[src/rtl/uart_rx.sv]
// UART receiver: 2-flop synchronised rx, mid-bit sampling, valid/ack character delivery with parity/frame/overrun flags.
// Latency: data_valid rises the cycle after the final stop-bit sample (mid stop bit), 2-3 cycles of synchronizer delay on the pin.
// Backpressure: none on the line; an unacknowledged character is overwritten by the next one and overrun is flagged.
//
// Ports:
//   clk, rst (async, active-low)      clock and reset
//   rx                                serial input, idle high
//   data_size, parity_en, parity_mode, stop_bit_size
//                                     frame format, latched at start-bit detection
//   data, data_valid, ack             received character and its handshake
//   parity_error, frame_error         status of the character in data
//   overrun                           sticky, cleared by ack
//   busy                              receiver is inside a frame
module uart_rx #(
  parameter int CLKS_PER_BIT = 868
) (
  input  logic       clk,
  input  logic       rst,
  input  logic       rx,
  input  logic       data_size,
  input  logic       parity_en,
  input  logic [1:0] parity_mode,
  input  logic       stop_bit_size,
  output logic [7:0] data,
  output logic       data_valid,
  input  logic       ack,
  output logic       parity_error,
  output logic       frame_error,
  output logic       overrun,
  output logic       busy
);

  localparam int HALF = CLKS_PER_BIT / 2;
  localparam int CW   = $clog2(CLKS_PER_BIT);
  localparam logic [CW-1:0] CNT_HALF = CW'(HALF - 1);
  localparam logic [CW-1:0] CNT_BIT  = CW'(CLKS_PER_BIT - 1);

  typedef enum logic [2:0] {
    S_IDLE,
    S_START,
    S_DATA,
    S_PARITY,
    S_STOP
  } state_t;

  // synchronizer and edge detect
  logic       rx_meta, rx_s, rx_s_d;
  logic [1:0] sync_warm;

  state_t        state, state_n;
  logic [CW-1:0] cnt, cnt_n;
  logic [2:0]    bit_cnt, bit_cnt_n;
  logic [7:0]    shreg, shreg_n;
  logic          cfg_size, cfg_size_n;
  logic          cfg_pen, cfg_pen_n;
  logic [1:0]    cfg_pm, cfg_pm_n;
  logic          cfg_stop2, cfg_stop2_n;
  logic          par_err_r, par_err_n;
  logic          stop_err_r, stop_err_n;

  logic [7:0] data_n;
  logic       data_valid_n, parity_error_n, frame_error_n, overrun_n;
  logic       tick;

  // The synchronizer resets to 1, so right after reset it still shows
  // stale "idle" values. sync_warm blocks start detection until rx_s_d
  // holds a real line sample, so a line that is already low after reset
  // does not look like a falling edge.
  always_ff @(posedge clk or negedge rst) begin
    if (!rst) begin
      rx_meta   <= 1'b1;
      rx_s      <= 1'b1;
      rx_s_d    <= 1'b1;
      sync_warm <= 2'd0;
    end else begin
      rx_meta <= rx;
      rx_s    <= rx_meta;
      rx_s_d  <= rx_s;
      if (sync_warm != 2'd3) sync_warm <= sync_warm + 2'd1;
    end
  end

  always_ff @(posedge clk or negedge rst) begin
    if (!rst) begin
      state        <= S_IDLE;
      cnt          <= '0;
      bit_cnt      <= 3'd0;
      shreg        <= 8'h00;
      cfg_size     <= 1'b0;
      cfg_pen      <= 1'b0;
      cfg_pm       <= 2'b00;
      cfg_stop2    <= 1'b0;
      par_err_r    <= 1'b0;
      stop_err_r   <= 1'b0;
      data         <= 8'h00;
      data_valid   <= 1'b0;
      parity_error <= 1'b0;
      frame_error  <= 1'b0;
      overrun      <= 1'b0;
    end else begin
      state        <= state_n;
      cnt          <= cnt_n;
      bit_cnt      <= bit_cnt_n;
      shreg        <= shreg_n;
      cfg_size     <= cfg_size_n;
      cfg_pen      <= cfg_pen_n;
      cfg_pm       <= cfg_pm_n;
      cfg_stop2    <= cfg_stop2_n;
      par_err_r    <= par_err_n;
      stop_err_r   <= stop_err_n;
      data         <= data_n;
      data_valid   <= data_valid_n;
      parity_error <= parity_error_n;
      frame_error  <= frame_error_n;
      overrun      <= overrun_n;
    end
  end

  // cnt counts down to 0; the sample is taken on the edge where cnt is 0
  // and cnt is reloaded there, so sample points never drift.
  assign tick = (cnt == '0);
  assign busy = (state != S_IDLE);

  always_comb begin
    state_n        = state;
    cnt_n          = cnt;
    bit_cnt_n      = bit_cnt;
    shreg_n        = shreg;
    cfg_size_n     = cfg_size;
    cfg_pen_n      = cfg_pen;
    cfg_pm_n       = cfg_pm;
    cfg_stop2_n    = cfg_stop2;
    par_err_n      = par_err_r;
    stop_err_n     = stop_err_r;
    data_n         = data;
    data_valid_n   = data_valid;
    parity_error_n = parity_error;
    frame_error_n  = frame_error;
    overrun_n      = overrun;

    if (data_valid && ack) begin
      data_valid_n = 1'b0;
      overrun_n    = 1'b0;
    end

    unique case (state)
      S_IDLE: begin
        if (sync_warm == 2'd3 && rx_s_d && !rx_s) begin
          state_n     = S_START;
          cnt_n       = CNT_HALF;
          bit_cnt_n   = 3'd0;
          cfg_size_n  = data_size;
          cfg_pen_n   = parity_en;
          cfg_pm_n    = parity_mode;
          cfg_stop2_n = stop_bit_size;
          par_err_n   = 1'b0;
          stop_err_n  = 1'b0;
        end
      end

      S_START: begin
        if (tick) begin
          cnt_n   = CNT_BIT;
          // a start bit that is high again at mid-bit was a glitch
          state_n = rx_s ? S_IDLE : S_DATA;
          if (rx_s) cnt_n = '0;
        end else begin
          cnt_n = cnt - 1'b1;
        end
      end

      S_DATA: begin
        if (tick) begin
          cnt_n = CNT_BIT;
          if (bit_cnt == (cfg_size ? 3'd7 : 3'd6)) begin
            // 7-bit characters shift one place further so they land in [6:0]
            shreg_n   = cfg_size ? {rx_s, shreg[7:1]} : {1'b0, rx_s, shreg[7:2]};
            bit_cnt_n = 3'd0;
            state_n   = cfg_pen ? S_PARITY : S_STOP;
          end else begin
            shreg_n   = {rx_s, shreg[7:1]};
            bit_cnt_n = bit_cnt + 3'd1;
          end
        end else begin
          cnt_n = cnt - 1'b1;
        end
      end

      S_PARITY: begin
        if (tick) begin
          cnt_n     = CNT_BIT;
          // pm[1]=1: odd/even over the data; pm[1]=0: fixed mark/space bit
          par_err_n = rx_s ^ (cfg_pm[0] ^ (cfg_pm[1] & (^shreg)));
          state_n   = S_STOP;
        end else begin
          cnt_n = cnt - 1'b1;
        end
      end

      S_STOP: begin
        if (tick) begin
          cnt_n = CNT_BIT;
          if (!rx_s) stop_err_n = 1'b1;
          if (bit_cnt == {2'b00, cfg_stop2}) begin
            // deliver at mid stop bit so an immediately following start edge is caught
            state_n        = S_IDLE;
            cnt_n          = '0;
            bit_cnt_n      = 3'd0;
            data_n         = shreg;
            parity_error_n = cfg_pen & par_err_r;
            frame_error_n  = stop_err_r | ~rx_s;
            data_valid_n   = 1'b1;
            if (data_valid && !ack) overrun_n = 1'b1;
          end else begin
            bit_cnt_n = bit_cnt + 3'd1;
          end
        end else begin
          cnt_n = cnt - 1'b1;
        end
      end

      default: begin
        state_n = S_IDLE;
        cnt_n   = '0;
      end
    endcase
  end

endmodule

[config.mk]
export PLATFORM = sky130hd
export DESIGN_NAME = uart_rx
export DESIGN_NICKNAME = d
export VERILOG_FILES = /design/src/rtl/uart_rx.sv
export SDC_FILE = /design/constraint.sdc
export NUM_CORES = 1
export LEC_CHECK = 0
export BUFFER_PORTS_ARGS = -buffer_cell sky130_fd_sc_hd__buf_4
export CAP_MARGIN = 20
export CORE_MARGIN = 2
export CORE_UTILIZATION = 55
export CTS_CLUSTER_DIAMETER = 60
export CTS_CLUSTER_SIZE = 24
export DETAILED_ROUTE_END_ITERATION = 12
export PLACE_DENSITY = 0.77
export SETUP_SLACK_MARGIN = 0.02
export SLEW_MARGIN = 20
export SYNTH_ARGS = -nofsm -noshare
export SYNTH_HDL_FRONTEND = slang
export SYNTH_SLANG_ARGS = --single-unit
[constraint.sdc]
create_clock -name clk -period 4.9 [get_ports clk]
set_clock_uncertainty 0.1 [all_clocks]
set_input_delay 0.98 -clock clk [delete_from_list [all_inputs] [get_ports clk]]
set_output_delay 0.98 -clock clk [all_outputs]
set_load 0.02 [all_outputs]
---- After elaboration in Yosys (flattened, before gate mapping) ----
Cells that the tools add are included.
storage, ports and cells
  flip-flop bits (word level) ............. 48
  bits in latches ......................... 0
  memory bits (writable) .................. 0
  bits in read-only memories .............. 0
  bits of input ports ..................... 9
  output and inout port bits .............. 13
  memories kept ........................... 0
operators by class
  add/subtract/negate cells ............... 3
  $mul .................................... 0
  divide/modulo/power cells ............... 0
  $lt $le $gt $ge ......................... 0
  equality and inequality tests ........... 16
  shift-type cells ........................ 0
  muxes and demuxes ....................... 41
  bitwise gates (word level) .............. 6
  reductions and logical operators ........ 21
operator list
  kind                                                                   count
  10-bit two-way mux                                                     6
  10-bit case mux with 4 select lines                                    1
  3-bit two-way mux                                                      13
  2-bit != test (second input constant)                                  9
  8-bit two-way mux                                                      2
  3-bit case mux with 5 select lines                                     1
  1-bit two-way mux                                                      14
  10-bit logical NOT                                                     1
  10-bit by 1-bit subtractor with 10-bit output (second input constant)  1
  3-bit case mux with 3 select lines                                     1
  4-bit AND reduction                                                    2
  8-bit XOR reduction                                                    1
  7-bit AND reduction                                                    1
  3-bit by 2-bit == test with 1-bit output (second input constant)       2
  3-bit AND reduction                                                    2
  3-bit nonzero test                                                     2
  1-bit logical AND                                                      4
  1-bit case mux with 2 select lines                                     2
  2-bit AND reduction                                                    2
  2-bit nonzero test                                                     2
  3-bit by 1-bit adder with 3-bit output (second input constant)         1
  3-bit by 1-bit == test with 1-bit output                               1
  3-bit by 1-bit == test with 1-bit output (second input constant)       1
  3-bit == test                                                          1
  11 further kinds                                                       14

---- Logic depth before layout (Yosys ltp) ----
Gate-level depths: netlist of run 1.
  word-level depth ........................ 6
  gate-level depth with buffers ........... 9

---- Worst setup path after synthesis of run 1 ----
OpenSTA, ideal clock, no wires.
  kind .................................... reg-to-reg
  from .................................... register cnt[0]
  to ...................................... register data[4]
  arrival ................................. 2.361 ns
  data required time ...................... 4.675 ns
  path slack .............................. 2.315 ns
  cell stages (with the launch flop) ...... 9
  path buffers ............................ 2
  path through ............................ dfrtp_1 > inv_1 > ha_1 > or3b_2 > or3_1 > buf_6 > nor3_4 > buf_4 > mux2_2
between the ends
  word-level cells in the longest chain between the ends .. 2
RTL lines
  element                        RTL line  text
  from (decl)                    51        logic [CW-1:0] cnt, cnt_n;
  from (signal assigned)         102       cnt <= cnt_n;
  10-bit logical NOT             121       assign tick = (cnt == '0);
  3-bit AND reduction (no line)  --
  to (signal assigned)           111       data <= data_n;
  to (decl)                      24        output logic [7:0] data,
Every way passes these cells.
A chain may end at the register's enable or synchronous reset.

---- Worst setup path after layout of run 1 ----
  from .................................... register cnt[0]
  to ...................................... register data[1]
Same word-level chain as after synthesis.

==> impl_metrics.csv, run 1 <==
group,metric,value,unit
placed_design,port-buffer-count,21,
setup_path,r2r_slack,1.73,ns
floorplanning,coreArea,0.00441,sq mm
layout,drive_gt1_frac,0.179,
logic_synthesis,ys_types,53,
sta,finalSetupViolCount,0,
status,status,"completed",
route,drtIter0Drc,251,
logic_synthesis,netlist.area_leader.share,0.443,
floorplanning,rows,24,
power,powerDensity,364,mW/mm^2
sta,rsz0062_at_grt,"false",
layout,stdcell_count,331,
sta,finalWorstSetupSlack,1.73,ns
logic_synthesis,synth_ff_type,"dfrtp_1",
grt,grt_antenna_before_repair,0,
logic_synthesis,ys_seq_elements,48,
setup_path,cp.arrival,3.25,ns
setup_path,crit_buf_inv,1,
logic_synthesis,synth.most_common_cell,"dfrtp_1",
logic_synthesis,syn_area,0.00254,sq mm
route,drt_wl_total,5.23,mm
grt,grt_use_total,0.218,
grt,grt_first_pass_wirelength,8.95,mm
cts,h-tree-depth,2,
logic_synthesis,synth_top_area_cell,"dfrtp_1",
power,peakVddDrop,0.000196,V
placed_design,place_congestion,0.863,
logic_synthesis,synth_cells,261,
cts,numClockSinks,48,
route,routedWlPerCell,15.8,microns
sta,tightest_slew,0.771,ns
sta,setup_tns,0,ns
placed_design,dpl-instance-area,0.00271,sq mm
placed_design,pre_cts_slack,1.77,ns
cts,cts-root-buf,"clkbuf_8",
logic_synthesis,yosys-top-cells-count,"45 x dfrtp_1, 42 x nand2_1, 23 x o21ai_0",
setup_path,start_kind,"flip-flop",
sta,hold_ws,0.258,ns
cts,ctsHoldBuffers,0,
placed_design,place_hpwl,3.55,mm
sta,slew_violations,0,
logic_synthesis,ys_async_sr_fraction,1.00,
worst_hold_path,hp-class,"flip-flop to flip-flop",
floorplanning,die_w,72.0,microns
cts,cts_buffer_depth,2,
route,first_pass_iters,4,
layout,syn_to_final_growth,10.3,%
cts,cts_tree,"built",
floorplanning,die-area,0.00518,sq mm
logic_synthesis,syn-num-nets,274,
cts,cts_buffers,5,
route,routed-via-count,1966,
logic_synthesis,synth_edf_count,0,
sta,fin_crit_sh,0.646,
setup_path,cp_top_family,"simple AND/OR/NAND/NOR gates",
cts,clkTransAtPathRegs,0.09,ns
route,drt-vias-per-instance,5.94,
floorplanning,io_pins,22,
setup_path,cpMaxStageDelayCell,"nor3_4",
layout,nFillCells,365,
grt,grt_max_degree,49,
setup_path,crit_chain,"inv_1 > ha_1 > or3b_2 > or3_1 > nor3_4 > mux2_2",
setup_path,worstSetupPathType,"flip-flop to flip-flop",
power,leakage,1.23,nW
sta,relSlewSlack,0.484,
grt,grt_pass1_vias,1894,
route,ant_nets,0,
sta,final_hold_viol_count,0,
route,route.detailed.drc,0,
floorplanning,die-height,72.0,microns
logic_synthesis,yosys_warnings,0,
logic_synthesis,syn_avg_cell_area,9.75,sq um
setup_path,crit_required,4.99,ns
layout,final_area,0.00281,sq mm
setup_path,critPathMaxStageDelay,0.65,ns
setup_path,cp-end-kind,"flip-flop",
floorplanning,start_util,0.576,
power,total_power,1.02,mW
cts,postCtsSetupRepairBufs,0,
setup_path,path_max_fanout,17,
cts,cts_resized,0,
logic_synthesis,ys_seq_area_frac,0.474,
placed_design,dp.cells,323,
layout,layout.nets,291,
layout,fin_util,0.636,
sta,min_period,3.17,ns
logic_synthesis,synth_area_leaders,"dfrtp_1 44%, nand2_1 6.2%, o21ai_0 4.5%",
cts,worst_skew_pair.late_latency,0.30,ns
grt,overflow,0,
sta,clock.fmax,0.316,GHz
layout,antenna_cells,0,
flow_run,cap_viol_max_count,0,
[final timing paths]
kind	startpoint	end	cells past startpoint
max	cnt[0]$_DFFE_PN0N_	data[1]$_DFFE_PN0P_	6
min	rx_meta$_DFF_PN1_	rx_s$_DFF_PN1_	0
max reg2reg	cnt[0]$_DFFE_PN0N_	data[1]$_DFFE_PN0P_	6
min reg2reg	rx_meta$_DFF_PN1_	rx_s$_DFF_PN1_	0
max in group asynchronous	rst	cfg_pen$_DFFE_PN0P_	1
min in group asynchronous	rst	cnt[9]$_DFFE_PN0N_	1
[report_power, final]
| part | internal (mW) | total [mW] | leakage (nW) | switching [mW] |
|---|---|---|---|---|
| combinational | 0.114 | 0.260 | 0.583 | 0.146 |
| clock | 0.115 | 0.247 | 0.0445 | 0.132 |
| sequential | 0.450 | 0.515 | 0.608 | 0.0648 |
[cell families (layout without fill, tap and decap cells)]
logic type      after synthesis  count (layout)  synth area share
buf+inv                      19              37            0.0330
xor+xnor                     14              14            0.0482
flops                        48              48             0.474
simple gates                 97              97             0.192
fa+ha+maj                     4               4            0.0197
mux                          16              16            0.0674
compound gates               63              63             0.166
[placed cells by master, fill, tap and decap left out, drive strengths merged, types with 2 or more instances in the layout]
master	Yosys	routed
nand2	42	42
xnor2	11	11
o31ai	5	5
mux2i	7	7
a221oi	2	2
nor4b	2	2
a31oi	3	3
a22o	2	2
a21oi	9	9
or3	3	3
nor2	16	16
nor3	8	8
nor2b	2	2
nor3b	2	2
mux2	9	9
dfrtp	45	45
inv	8	8
clkbuf	9	7
or3b	2	2
o21bai	2	2
o21ai	23	23
nand2b	3	3
or2	3	3
xor2	3	3
a21o	4	4
nand3	6	6
dfstp	3	3
ha	4	4
a211o	2	2
or4	3	3
buf	2	21
[area by class of cell]
class                   count  area [sq um]  area share
flip-flops and latches     48          1200       0.429
well taps                  52          65.1      0.0232
repair buffers             21           158      0.0562
inverters                   8          30.0      0.0107
multi-input cells         194          1250       0.447
clock buffers               7          86.3      0.0308
clock inverters             1          7.51     0.00267
[sequential cells by signal, indices dropped and copies added (netlist names), 2 cells and up, named ones only]
| signal | cells |
|---|---|
| bit_cnt | 3 |
| cfg_pm | 2 |
| state | 3 |
| shreg | 8 |
| data | 8 |
| cnt | 10 |
| sync_warm | 2 |
[layer usage]
layer / part of all wire / GRT usage
met3: 0.044 / 0.0292
met5: 0 / 0
met4: 0.013 / 0.0608
met2: 0.47 / 0.345
met1: 0.47 / 0.317
No activity file was read; power rests on OpenSTA's default activity.
==> run 2: changes to the inputs <==
--- a/config.mk
+++ b/config.mk
@@ -8,11 +8,11 @@
 export BUFFER_PORTS_ARGS = -buffer_cell sky130_fd_sc_hd__buf_4
 export CAP_MARGIN = 20
 export CORE_MARGIN = 2
-export CORE_UTILIZATION = 55
+export CORE_UTILIZATION = 53
 export CTS_CLUSTER_DIAMETER = 60
 export CTS_CLUSTER_SIZE = 24
 export DETAILED_ROUTE_END_ITERATION = 12
-export PLACE_DENSITY = 0.77
+export PLACE_DENSITY = 0.78
 export SETUP_SLACK_MARGIN = 0.02
 export SLEW_MARGIN = 20
 export SYNTH_ARGS = -nofsm -noshare
==> constraint.sdc (replaced) <==
create_clock -name clk -period 2.85 [get_ports clk]
set_clock_uncertainty 0.1 [all_clocks]
set_input_delay 0.57 -clock clk [delete_from_list [all_inputs] [get_ports clk]]
set_output_delay 0.57 -clock clk [all_outputs]
set_load 0.02 [all_outputs]
==> impl_metrics.csv, run 2 (synthesis results as in run 1) <==
group,metric,value,unit
power,peakVddDrop,0.000381,V
route,first_pass_iters,4,
route,drt_wl_total,5.15,mm
layout,drive_gt1_frac,0.217,
setup_path,crit_required,2.94,ns
grt,grt_first_pass_wirelength,8.99,mm
layout,max_flop_register,"cnt",
route,route.detailed.drc,0,
layout,multiInputGateArea,0.00126,sq mm
power,leakage,1.29,nW
grt,grt_use_total,0.215,
cts,cts_tree,"built",
layout,syn_to_final_growth,13.8,%
floorplanning,die-area,0.00537,sq mm
placed_design,dpl-instance-area,0.00280,sq mm
cts,cts-root-buf,"clkbuf_8",
setup_path,cp.arrival,2.69,ns
layout,final_common_cell,"dfrtp_1",
cts,worst_skew_pair.late_latency,0.30,ns
route,ant_nets,0,
worst_hold_path,hp-class,"input port to asynchronous set/reset pin",
sta,tightest_slew,0.776,ns
setup_path,cp-end-kind,"flip-flop",
sta,slew_violations,0,
layout,final_area,0.00289,sq mm
sta,fin_crit_sh,0.911,
cts,ctsHoldBuffers,0,
route,drt-vias-per-instance,5.85,
layout,largest_reg_flops,10,
sta,rsz0062_at_grt,"false",
setup_path,cpMaxStageDelayCell,"or3b_2",
sta,setup_tns,0,ns
setup_path,r2r_start,"cnt[0]$_DFFE_PN0N_",
sta,min_period,2.60,ns
layout,final_cell_mix,"45 x dfrtp_1, 42 x nand2_1, 32 x buf_4, 23 x o21ai_0, 16 x nor2_1",
setup_path,critPathMaxStageDelay,0.51,ns
floorplanning,coreArea,0.00466,sq mm
cts,numClockSinks,48,
placed_design,place_congestion,0.904,
layout,layout.nets,302,
sta,relSlewSlack,0.481,
setup_path,crit_buf_inv,2,
cts,clkTransAtPathRegs,0.09,ns
floorplanning,rows,25,
floorplanning,die_w,73.3,microns
floorplanning,start_util,0.546,
cts,cts_buffer_depth,2,
floorplanning,io_pins,22,
cts,h-tree-depth,2,
layout,fin_util,0.621,
sta,finalSetupViolCount,0,
setup_path,worstSetupPathType,"flip-flop to flip-flop",
sta,final_hold_viol_count,0,
placed_design,port-buffer-count,21,
layout,antenna_cells,0,
setup_path,start_kind,"flip-flop",
route,routedWlPerCell,15.0,microns
grt,grt_max_degree,49,
grt,overflow,0,
setup_path,cp_top_family,"simple AND/OR/NAND/NOR gates",
setup_path,path_max_fanout,14,
placed_design,place_hpwl,3.66,mm
floorplanning,die-height,73.3,microns
cts,cts_buffers,5,
layout,seq_area,0.00120,sq mm
route,routed-via-count,2012,
status,status,"completed",
setup_path,crit_chain,"inv_1 > ha_1 > or3b_2 > or3_4 > nor3_4 > buf_4 > mux2_2",
grt,grt_pass1_vias,1927,
layout,reg.largest.list,"cnt (10), data (8), shreg (8)",
sta,clock.fmax,0.385,GHz
route,drtIter0Drc,184,
grt,grt_antenna_before_repair,0,
setup_path,startpoint,"cnt[0]$_DFFE_PN0N_",
power,powerDensity,622,mW/mm^2
layout,nFillCells,385,
flow_run,cap_viol_max_count,0,
==> run 2: changes by cell type in the layout (fill, tap and decap cells not counted), sizes merged <==
cell / change
clkinv: +2
clkbuf: -2
clkinvlp: -1
inv: +1
buf: +11
==> run 2: report_power, final <==
group | internal [mW] | total [mW] | switching (mW)
Clock | 0.176 | 0.416 | 0.240
Sequential | 0.774 | 0.849 | 0.0753
Combinational | 0.239 | 0.534 | 0.295
==> run 2: layout make-up <==
cell class	instances	share of cell area
sequential	48	0.416
clock buffer	5	0.0238
multi-input combinational	194	0.435
clock inverter	3	0.00778
inverter	8	0.0104
timing repair buffer	32	0.0830
tap	54	0.0233
==> run 2: what timing repair did <==
item / in CTS / in global routing
setup buffers: 0 / 0
hold endpoints to repair: 0 / 0
endpoints found under the setup margin: 0 / 12
resized for setup: 0 / 1
==> run 2: final timing paths <==
path,slack [ns],end,depth (start not counted)
max in group asynchronous,2.09,cnt[0]$_DFFE_PN0N_,1
min in group clk,0.26,rx_s$_DFF_PN1_,0
hold reg to reg,0.26,rx_s$_DFF_PN1_,0
setup / recovery,0.25,data[5]$_DFFE_PN0P_,7
setup reg to reg,0.25,data[5]$_DFFE_PN0P_,7
hold / removal,0.16,data[0]$_DFFE_PN0P_,1
==> run 2: per-stage QoR <==
| stage | worst slack [ns] | hold slack, ns | cells | power (mW) |
|---|---|---|---|---|
| floorplan | 0.265 | 0.174 | 261 | 1.23 |
| global placement | 0.201 | 0.246 | 336 | 1.38 |
| detailed placement | 0.123 | 0.249 | 336 | 1.39 |
| CTS | 0.117 | 0.187 | 344 | 1.81 |
| global route | 0.101 | 0.218 | 344 | 1.92 |
| finish | 0.254 | 0.161 | 344 | 1.80 |
==> run 2: layer usage <==
layer | routed length, microns | global-route usage | vias up
met5 | 0 | 0 | -
met4 | 72 | 0.0802 | 0
met3 | 237 | 0.0343 | 7
met2 | 2490 | 0.328 | 49
met1 | 2350 | 0.309 | 976
li1 | - | - | 980
==> run 3: changes to the inputs <==
--- a/config.mk
+++ b/config.mk
@@ -5,7 +5,7 @@
 export SDC_FILE = /design/constraint.sdc
 export NUM_CORES = 1
 export LEC_CHECK = 0
-export BUFFER_PORTS_ARGS = -buffer_cell sky130_fd_sc_hd__buf_4
+export BUFFER_PORTS_ARGS = -buffer_cell sky130_fd_sc_hd__buf_2
 export CAP_MARGIN = 20
 export CORE_MARGIN = 2
 export CORE_UTILIZATION = 53
@@ -13,7 +13,7 @@
 export CTS_CLUSTER_SIZE = 24
 export DETAILED_ROUTE_END_ITERATION = 12
 export PLACE_DENSITY = 0.78
-export SETUP_SLACK_MARGIN = 0.02
+export REMOVE_ABC_BUFFERS = 1
 export SLEW_MARGIN = 20
 export SYNTH_ARGS = -nofsm -noshare
 export SYNTH_HDL_FRONTEND = slang
==> impl_metrics.csv, run 3 (synthesis results as in run 1) <==
group,metric,value,unit
status,status,"completed",
grt,overflow,0,
sta,tightest_slew,0.743,ns
power,powerDensity,646,mW/mm^2
sta,min_period,2.63,ns
route,routedWlPerCell,15.3,microns
placed_design,place_congestion,0.876,
power,cell_internal_pwr,1.23,mW
route,drt-vias-per-instance,5.90,
layout,fin_util,0.610,
cts,worst_skew_pair.late_latency,0.30,ns
route,ant_nets,0,
layout,final_cell_mix,"45 x dfrtp_1, 42 x nand2_1, 23 x o21ai_0, 21 x buf_2, 16 x nor2_1",
cts,postCtsSetupRepairBufs,0,
placed_design,dpl-instance-area,0.00273,sq mm
grt,grt_pass1_vias,1929,
cts,h-tree-depth,2,
setup_path,crit_buf_inv,1,
layout,max_flop_register,"cnt",
power,pwr-share-comb,0.251,
setup_path,crit_chain,"inv_1 > ha_1 > or3b_2 > or4_1 > nand2_1 > nand2_1 > a221o_1",
setup_path,reg2reg_to,"cnt[8]$_DFFE_PN0N_",
sta,slew_violations,0,
layout,final_common_cell,"dfrtp_1",
cts,numClockSinks,48,
sta,rsz0062_at_grt,"false",
layout,reg.largest.list,"cnt (10), data (8), shreg (8)",
floorplanning,start_util,0.546,
layout,antenna_cells,0,
layout,largest_reg_flops,10,
floorplanning,io_pins,22,
setup_path,cpMaxStageDelayCell,"or4_1",
layout,drive_gt1_frac,0.206,
setup_path,crit_required,2.94,ns
setup_path,cp.arrival,2.72,ns
setup_path,worstSetupPathType,"flip-flop to flip-flop",
floorplanning,coreArea,0.00466,sq mm
setup_path,start_kind,"flip-flop",
setup_path,cp.depth,7,
setup_path,cpMostUsedCell,"nand2_1",
power,leakage,1.27,nW
setup_path,path_max_fanout,5,
grt,grt_antenna_before_repair,0,
grt,grt_use_total,0.214,
setup_path,r2r_start,"cnt[0]$_DFFE_PN0N_",
setup_path,cp-end-kind,"flip-flop",
power,clockPowerShare,0.270,
setup_path,cp_top_family,"simple AND/OR/NAND/NOR gates",
placed_design,pre_cts_slack,0.142,ns
setup_path,endpoint,"cnt[8]$_DFFE_PN0N_",
sta,setup_tns,0,ns
power,peakVddDrop,0.000460,V
layout,nFillCells,390,
setup_path,critPathMaxStageDelay,0.58,ns
grt,grt_max_degree,49,
floorplanning,die-height,73.3,microns
grt,grt_first_pass_wirelength,8.99,mm
route,drt_wl_total,5.19,mm
route,route.detailed.drc,0,
setup_path,reg2regPathDepth,7,
route,first_pass_iters,5,
route,routed-via-count,2005,
power,p_seq_frac,0.480,
route,drtIter0Drc,211,
floorplanning,die_w,73.3,microns
cts,cts_buffer_depth,2,
layout,syn_to_final_growth,11.8,%
placed_design,place_hpwl,3.58,mm
sta,finalWorstSetupSlack,0.217,ns
placed_design,port-buffer-count,21,
setup_path,r2r_slack,0.22,ns
cts,cts-root-buf,"clkbuf_8",
power,swShare,0.328,
layout,final_area,0.00284,sq mm
cts,cts_buffers,5,
setup_path,startpoint,"cnt[0]$_DFFE_PN0N_",
floorplanning,rows,25,
flow_run,cap_viol_max_count,0,
sta,clock.fmax,0.380,GHz
sta,final_hold_viol_count,0,
cts,cts_tree,"built",
cts,clkTransAtPathRegs,0.09,ns
layout,layout.nets,298,
sta,fin_crit_sh,0.924,
sta,relSlewSlack,0.503,
floorplanning,die-area,0.00537,sq mm
worst_hold_path,hp-class,"input port to asynchronous set/reset pin",
sta,finalSetupViolCount,0,
power,power_switching,0.603,mW
run 3: cell types whose count changed in the layout (fill, tap and decap cells not counted):
cell / before / now
bufinv_16: 0 / 1
buf_12: 0 / 1
buf_4: 32 / 6
inv_6: 1 / 0
clkinvlp_4: 0 / 1
clkinv_4: 1 / 0
buf_2: 0 / 21
run 3: metal layers:
layer  vias up  track usage  wire, microns
met5         -            0              0
met4         0       0.0514             51
met3         4       0.0329            240
met2        53        0.350           2500
met1       970        0.302           2400
li1        978            -              -
run 3: timing repair:
action,in CTS,in global routing
hold buffers,0,0
endpoints found under the setup margin,0,2
resized for setup,0,1
run 3: power by group through the flow:
stage | combinational, mW | clock [mW] | sequential (mW)
after floorplan | 0.350 | 0 | 0.864
after global routing | 0.516 | 0.521 | 0.898
after global placement | 0.442 | 0 | 0.890
final | 0.460 | 0.495 | 0.881
after CTS | 0.458 | 0.505 | 0.881
after detailed placement | 0.451 | 0 | 0.894
run 3: stage by stage:
step	cells	power, mW	hold slack, ns
2_1_floorplan	250	1.21	0.174
3_3_place_gp	332	1.33	0.247
3_5_place_dp	332	1.34	0.248
4_1_cts	340	1.84	0.260
5_1_grt	340	1.94	0.260
6_report	340	1.84	0.244
run 3: worst min-delay path by stage:
stage | slack [ns] | cells after the start | startpoint | to
floorplan | 0.17 | 0 | rst | asynchronous set/reset pin
global placement | 0.25 | 0 | rx_meta$_DFF_PN1_ | rx_s$_DFF_PN1_
detailed placement | 0.25 | 0 | rx_meta$_DFF_PN1_ | rx_s$_DFF_PN1_
CTS | 0.26 | 1 | rx | rx_meta$_DFF_PN1_
global route | 0.26 | 1 | rx | rx_meta$_DFF_PN1_
finish | 0.24 | 2 | rst | cnt[6]$_DFFE_PN0N_
run 3: layout make-up:
cell class / instances / area (sq um) / area share
Clock buffer: 5 / 68.8 / 0.0242
Clock inverter: 3 / 42.5 / 0.0150
Multi-Input combinational cell: 194 / 1260 / 0.443
Inverter: 8 / 30.0 / 0.0106
Sequential cell: 48 / 1200 / 0.424
Tap cell: 54 / 67.6 / 0.0238
Timing Repair Buffer: 28 / 170 / 0.0598
